**src/rtl/shift_rows_stream.sv**
```systemverilog
`default_nettype none
// shift_rows_stream: byte-serial AES ShiftRows / InvShiftRows over a ping-pong state buffer
// with valid/ready on both sides.  Revision 1.0
module shift_rows_stream #(
  parameter int DATA_W = 8,
  parameter int NB     = 4
) (
  input  logic              clock,
  input  logic              reset,
  input  logic              mode_inv,
  input  logic              in_valid,
  output logic              in_ready,
  input  logic [DATA_W-1:0] inbyte,
  output logic              out_valid,
  input  logic              out_ready,
  output logic [DATA_W-1:0] outbyte,
  output logic              out_last,
  output logic              ready
);

  localparam int N  = 4 * NB;
  localparam int AW = $clog2(N);
  // Column arithmetic width: holds c + NB - s without overflow for every legal NB.
  localparam int CW = $clog2(NB) + 1;
  localparam logic [AW-1:0] LAST   = AW'(N - 1);
  localparam logic [CW:0]   NB_VAL = (CW + 1)'(NB);

  generate
    if (NB != 4 && NB != 6 && NB != 8) begin : g_bad_nb
      $error("shift_rows_stream: NB must be 4, 6 or 8");
    end
  endgenerate

  logic [DATA_W-1:0] mem [2][N];
  logic [1:0]        full;
  logic [1:0]        mode;
  logic              wbank;
  logic              rbank;
  logic [AW-1:0]     wcnt;
  logic [AW-1:0]     rcnt;
  logic              held;
  logic              wr_en;
  logic              rd_en;

  assign in_ready  = !full[wbank];
  assign out_valid = full[rbank];
  assign wr_en     = in_valid && in_ready;
  assign rd_en     = out_valid && out_ready;

  // Output position rcnt = 4*c + r reads source column (c +/- s(r)) mod NB of the same row.
  logic [1:0]    row;
  logic [CW-1:0] col;
  logic [CW-1:0] shamt;
  logic [CW:0]   sum;
  logic [CW-1:0] src_col;
  logic [AW-1:0] src_addr;

  always_comb begin
    row   = rcnt[1:0];
    col   = CW'(rcnt >> 2);
    shamt = (NB == 8 && row >= 2'd2) ? CW'(row) + CW'(1) : CW'(row);
    if (mode[rbank]) begin
      sum = {1'b0, col} + NB_VAL - {1'b0, shamt};
    end else begin
      sum = {1'b0, col} + {1'b0, shamt};
    end
    if (sum >= NB_VAL) begin
      sum = sum - NB_VAL;
    end
    src_col  = sum[CW-1:0];
    src_addr = AW'({src_col, row});
  end

  assign outbyte  = mem[rbank][src_addr];
  assign out_last = out_valid && (rcnt == LAST);
  // held suppresses a second pulse while the first byte of a block waits on out_ready.
  assign ready    = out_valid && (rcnt == '0) && !held;

  always_ff @(posedge clock) begin
    if (reset) begin
      wcnt  <= '0;
      rcnt  <= '0;
      wbank <= 1'b0;
      rbank <= 1'b0;
      full  <= '0;
      mode  <= '0;
      held  <= 1'b0;
      for (int b = 0; b < 2; b++) begin
        for (int i = 0; i < N; i++) begin
          mem[b][i] <= '0;
        end
      end
    end else begin
      if (wr_en) begin
        mem[wbank][wcnt] <= inbyte;
        if (wcnt == '0) begin
          mode[wbank] <= mode_inv;
        end
        if (wcnt == LAST) begin
          full[wbank] <= 1'b1;
          wbank       <= !wbank;
          wcnt        <= '0;
        end else begin
          wcnt <= wcnt + 1'b1;
        end
      end
      if (rd_en) begin
        held <= 1'b0;
        if (rcnt == LAST) begin
          full[rbank] <= 1'b0;
          rbank       <= !rbank;
          rcnt        <= '0;
        end else begin
          rcnt <= rcnt + 1'b1;
        end
      end else if (ready) begin
        held <= 1'b1;
      end
    end
  end

endmodule
`default_nettype wire

```
**config.mk**
```make
export PLATFORM = sky130hd
export DESIGN_NAME = shift_rows_stream
export DESIGN_NICKNAME = d
export VERILOG_FILES = /design/src/rtl/shift_rows_stream.sv
export SDC_FILE = /design/constraint.sdc
export NUM_CORES = 1
export LEC_CHECK = 0
export CELL_PAD_IN_SITES_DETAIL_PLACEMENT = 1
export CELL_PAD_IN_SITES_GLOBAL_PLACEMENT = 2
export CORE_UTILIZATION = 25
export CTS_BUF_LIST = sky130_fd_sc_hd__clkbuf_4
export DETAILED_ROUTE_END_ITERATION = 10
export HOLD_SLACK_MARGIN = 0.03
export PLACE_DENSITY = 0.46
export SLEW_MARGIN = 20
export SYNTH_ARGS = -nofsm -noshare
export SYNTH_HDL_FRONTEND = slang
export SYNTH_SLANG_ARGS = --single-unit
```
**constraint.sdc**
```tcl
create_clock -name clock -period 2.7 [get_ports clock]
set_clock_uncertainty 0.15 [all_clocks]
set_input_delay 0.405 -clock clock [delete_from_list [all_inputs] [get_ports clock]]
set_output_delay 0.405 -clock clock [all_outputs]
set_load 0.05 [all_outputs]
```
==> results.yml <==
status:
  result_of_the_run: "complete, but fails checks"
  violations: "negative setup slack"
sta:
  finalWorstSetupSlack_ns: -0.6223
  final-max-slew-violation-count: 0
  hold_viol_final: 0
  maxSlewHeadroom: 0.4002
  fin_crit_ns: 3.322
  final-setup-viol-count: 8
  whs_ns: 0.1911
  grt_setup_unrepaired: "true"
  fmax_mhz: 301.0
  worst_margin_pin_slew_ns: 0.8997
  final.period_utilization: 1.230
drt:
  route.vias.total: 7232
  viasPerCell: 4.633
  ant_nets: 0
  drt-pass1-iter-count: 5
  drt_wl_total_microns: 40500
  drt-wirelength-per-cell_microns: 25.94
  drc: 0
  drtIter0Drc: 645
power_and_ir_drop:
  share_seq_of_total_power: 0.506
  clock_network_fraction_of_total_power: 0.424
  leakage_nw: 5.287
  vdd_drop_max_v: 0.0002926
  power_density_nw_per_um2: 651.0
  power.switching_fraction: 0.2369
  combinationalPowerShare: 0.069
  internal_power_mw: 7.352
  total_switching_power_mw: 2.282
logic_synthesis:
  synth_nets: 751
  synthesis.yosys.warnings: 0
  synth_cells: 730
  synth_sequential_area_ratio: 0.6823
  synth_area_sq_um: 11740
  synth.lib_cells_used.distinct: 44
  avgSynthCellArea_sq_um: 16.08
  yosys_register_bits: 272
clock_network:
  cts_max_level: 3
  clock_sinks: 272
  cts_root_buffer: "sky130_fd_sc_hd__clkbuf_4"
  clock_tree.buffer_depth: 3
  tritoncts: "built"
  clk-insertion-delay-late_ns: 0.74
  clkSlewWorstSetupHoldPaths_ns: 0.05
  cts-buffers-inserted: 80
critical_path:
  cp_capture_type: "output pin"
  critical_path.cell_chain: "buf_12 > mux4_2 > a22oi_2 > buf_4 > nand2_2 > mux2_4 > buf_12"
  critPathMaxStageDelay_ns: 0.63
  critical-path-slowest-cell: "sky130_fd_sc_hd__mux4_2"
  cp.required_ns: 2.14
  crit_type: "reg2out"
  cp_data_arrival_time_ns: 2.77
  worst-path-buf-inv: 3
  cp_top_family: "multiplexers"
  timing.critical_path.mode_cell: "sky130_fd_sc_hd__buf_12"
  crit_path_max_fanout: 12
  startpoint_type: "flop"
floorplanning:
  overall_die_area_sq_um: 47820
  floorplan.initialDensity: 0.2526
  floorplan.die.height_microns: 218.7
  rows: 79
  die_width_microns: 218.7
  area_inside_the_core_boundary_sq_um: 46460
  top_level_ports: 25
placed_design:
  finalWeightedCongestion: 0.7687
  half_perimeter_wire_length_after_detailed_placement_microns: 26970
  dpl-instance-area_sq_um: 13520
  placement.io_buffers: 24
global_routing:
  grt_max_degree: 26
  first_global_vias: 7983
  track_usage: 0.1762
  global_route_wire_length_before_repair_microns: 57910
  antenna_found_initial: 4
  globalRouteOverflowTotal: 0
cells_and_area:
  area.growth.synth_to_final_pct: 26.09
  finalNetCount: 920
  final_layout_size_suffix_gt1_frac: 0.3842
  stdcell_area_sq_um: 14800
run:
  max_cap_violations: 0
worst_hold_path:
  worstHoldPathType: "in2reg"
==> per-layer routing <==
| metal | up-vias | wire (microns) | GRT usage |
|---|---|---|---|
| met1 | 3770 | 18630 | 0.2404 |
| met3 | 67 | 2196 | 0.04565 |
| met5 | - | 0 | 0 |
| li1 | 3181 | - | - |
| met2 | 214 | 18700 | 0.2692 |
| met4 | 0 | 974 | 0.06250 |
==> cell usage after synthesis <==
cell,instances,share of area
sky130_fd_sc_hd__xnor2_4,1,0.0023
sky130_fd_sc_hd__nor3b_1,1,0.00064
sky130_fd_sc_hd__mux2_2,1,0.00096
sky130_fd_sc_hd__and3b_1,1,0.00075
sky130_fd_sc_hd__nand2_1,30,0.0096
sky130_fd_sc_hd__a31oi_1,1,0.00053
sky130_fd_sc_hd__a21oi_1,4,0.0017
sky130_fd_sc_hd__a211oi_1,1,0.00064
sky130_fd_sc_hd__mux2_4,8,0.010
sky130_fd_sc_hd__nor3b_2,1,0.0011
sky130_fd_sc_hd__nand3_1,7,0.0030
sky130_fd_sc_hd__or2_2,2,0.0011
sky130_fd_sc_hd__and4bb_2,1,0.0011
sky130_fd_sc_hd__o21a_1,1,0.00064
sky130_fd_sc_hd__buf_4,3,0.0019
sky130_fd_sc_hd__buf_1,1,0.00032
sky130_fd_sc_hd__xor2_1,2,0.0015
sky130_fd_sc_hd__ha_1,8,0.0085
sky130_fd_sc_hd__buf_2,9,0.0038
sky130_fd_sc_hd__buf_6,5,0.0048
sky130_fd_sc_hd__a21o_1,2,0.0013
sky130_fd_sc_hd__mux4_2,64,0.12
sky130_fd_sc_hd__mux2i_2,1,0.0012
sky130_fd_sc_hd__nor3_1,7,0.0030
sky130_fd_sc_hd__nor2_1,130,0.042
sky130_fd_sc_hd__o21bai_1,28,0.018
sky130_fd_sc_hd__and2_1,28,0.015
sky130_fd_sc_hd__dfxtp_1,16,0.027
sky130_fd_sc_hd__a22oi_1,32,0.020
sky130_fd_sc_hd__and4_1,2,0.0015
sky130_fd_sc_hd__or3b_2,1,0.00075
sky130_fd_sc_hd__nor4_1,2,0.0011
sky130_fd_sc_hd__and3_1,5,0.0027
sky130_fd_sc_hd__mux2i_1,4,0.0034
sky130_fd_sc_hd__nand4b_1,1,0.00075
sky130_fd_sc_hd__inv_1,9,0.0029
sky130_fd_sc_hd__clkbuf_1,33,0.011
sky130_fd_sc_hd__nand3_2,8,0.0068
sky130_fd_sc_hd__xnor2_1,6,0.0045
sky130_fd_sc_hd__nand4bb_1,1,0.00096
sky130_fd_sc_hd__a221oi_1,2,0.0015
sky130_fd_sc_hd__nand4_1,2,0.0011
sky130_fd_sc_hd__nor2b_1,2,0.0011
sky130_fd_sc_hd__edfxtp_1,256,0.66
==> repair_timing <==
action                     4_1_cts  5_1_grt
hold buffers                     1        0
gates cloned                     0        0
setup buffers                    5        3
pin swaps                        1        0
hold endpoints to repair         8        0
setup endpoints to repair       10        8
gates resized for setup         21       15
==> through the flow <==
stage                 util  total power [mW]  setup TNS [ns]  std cells  setup WS (ns)
global placement    0.2910             5.614         -0.1185       1415       -0.03697
floorplan                -             5.232               0        730         0.1267
finish              0.3185             9.633          -4.754       1561        -0.6223
global route        0.3185             10.02          -5.965       1560        -0.7757
detailed placement  0.2910             5.638         -0.2094       1415       -0.06350
CTS                 0.3162             9.813          -5.719       1554        -0.7412
==> power groups by stage <==
stage | Sequential, mW | Combinational [mW] | Clock, mW
6_report | 4.88 | 0.668 | 4.09
3_5_place_dp | 4.97 | 0.669 | 0
4_1_cts | 4.88 | 0.677 | 4.25
5_1_grt | 4.90 | 0.704 | 4.41
2_1_floorplan | 4.94 | 0.294 | 0
3_3_place_gp | 4.95 | 0.660 | 0
==> worst min-delay path, stage by stage <==
cell	delay, ns
sky130_fd_sc_hd__clkdlybuf4s50_1	0.43
sky130_fd_sc_hd__mux2i_1	0.14
sky130_fd_sc_hd__nor2_1	0.05
==> sequential cells by signal, summed over array words and instances, names as in the netlist, named ones only <==
register and flops:
full 2, held 1, mem 256, mode 2
rbank 1, rcnt 4, wbank 1, wcnt 4
==> path summary, 6_finish.rpt <==
kind,from,to,slack (ns),depth (start not counted)
worst max-delay path,flop,outbyte[7],-0.62,7
worst min-delay path,mode_inv,mode[1],0.19,3
worst max register to register,wbank,mem[1][29],0.24,6
worst min register to register,held,held,0.33,1
==> cell usage in the layout (no fill, tap or decap), drive strengths merged, types with 8 or more instances in the layout <==
master,n
inv,9
nand2,30
edfxtp,256
buf,125
clkinv,15
nor2,130
a22oi,32
clkbuf,113
nand3,15
mux2,9
ha,8
dfxtp,16
o21bai,28
mux4,64
and2,28
clkdlybuf4s50,11
==> area by class of cell <==
type	count	area, sq um
Tap cell	607	759.5
Fill cell	4911	31660
Clock buffer	113	848.3
Antenna cell	4	10.01
Timing Repair Buffer	138	1368
Clock inverter	20	186.4
Multi-Input combinational cell	398	3578
Inverter	9	33.78
Sequential cell	272	8014
==> logic make-up after synthesis <==
kind of cell / Yosys count / share of synthesized area
flip-flops: 272 / 0.6823
AND/OR/NAND/NOR: 232 / 0.09328
multiplexers: 78 / 0.1386
AO/OA/AOI/OAI: 71 / 0.04467
buffers and inverters: 60 / 0.02431
XOR/XNOR: 9 / 0.008316
adder cells (fa/ha/maj): 8 / 0.008529
Note: power is estimated with default switching activity, not from simulation.
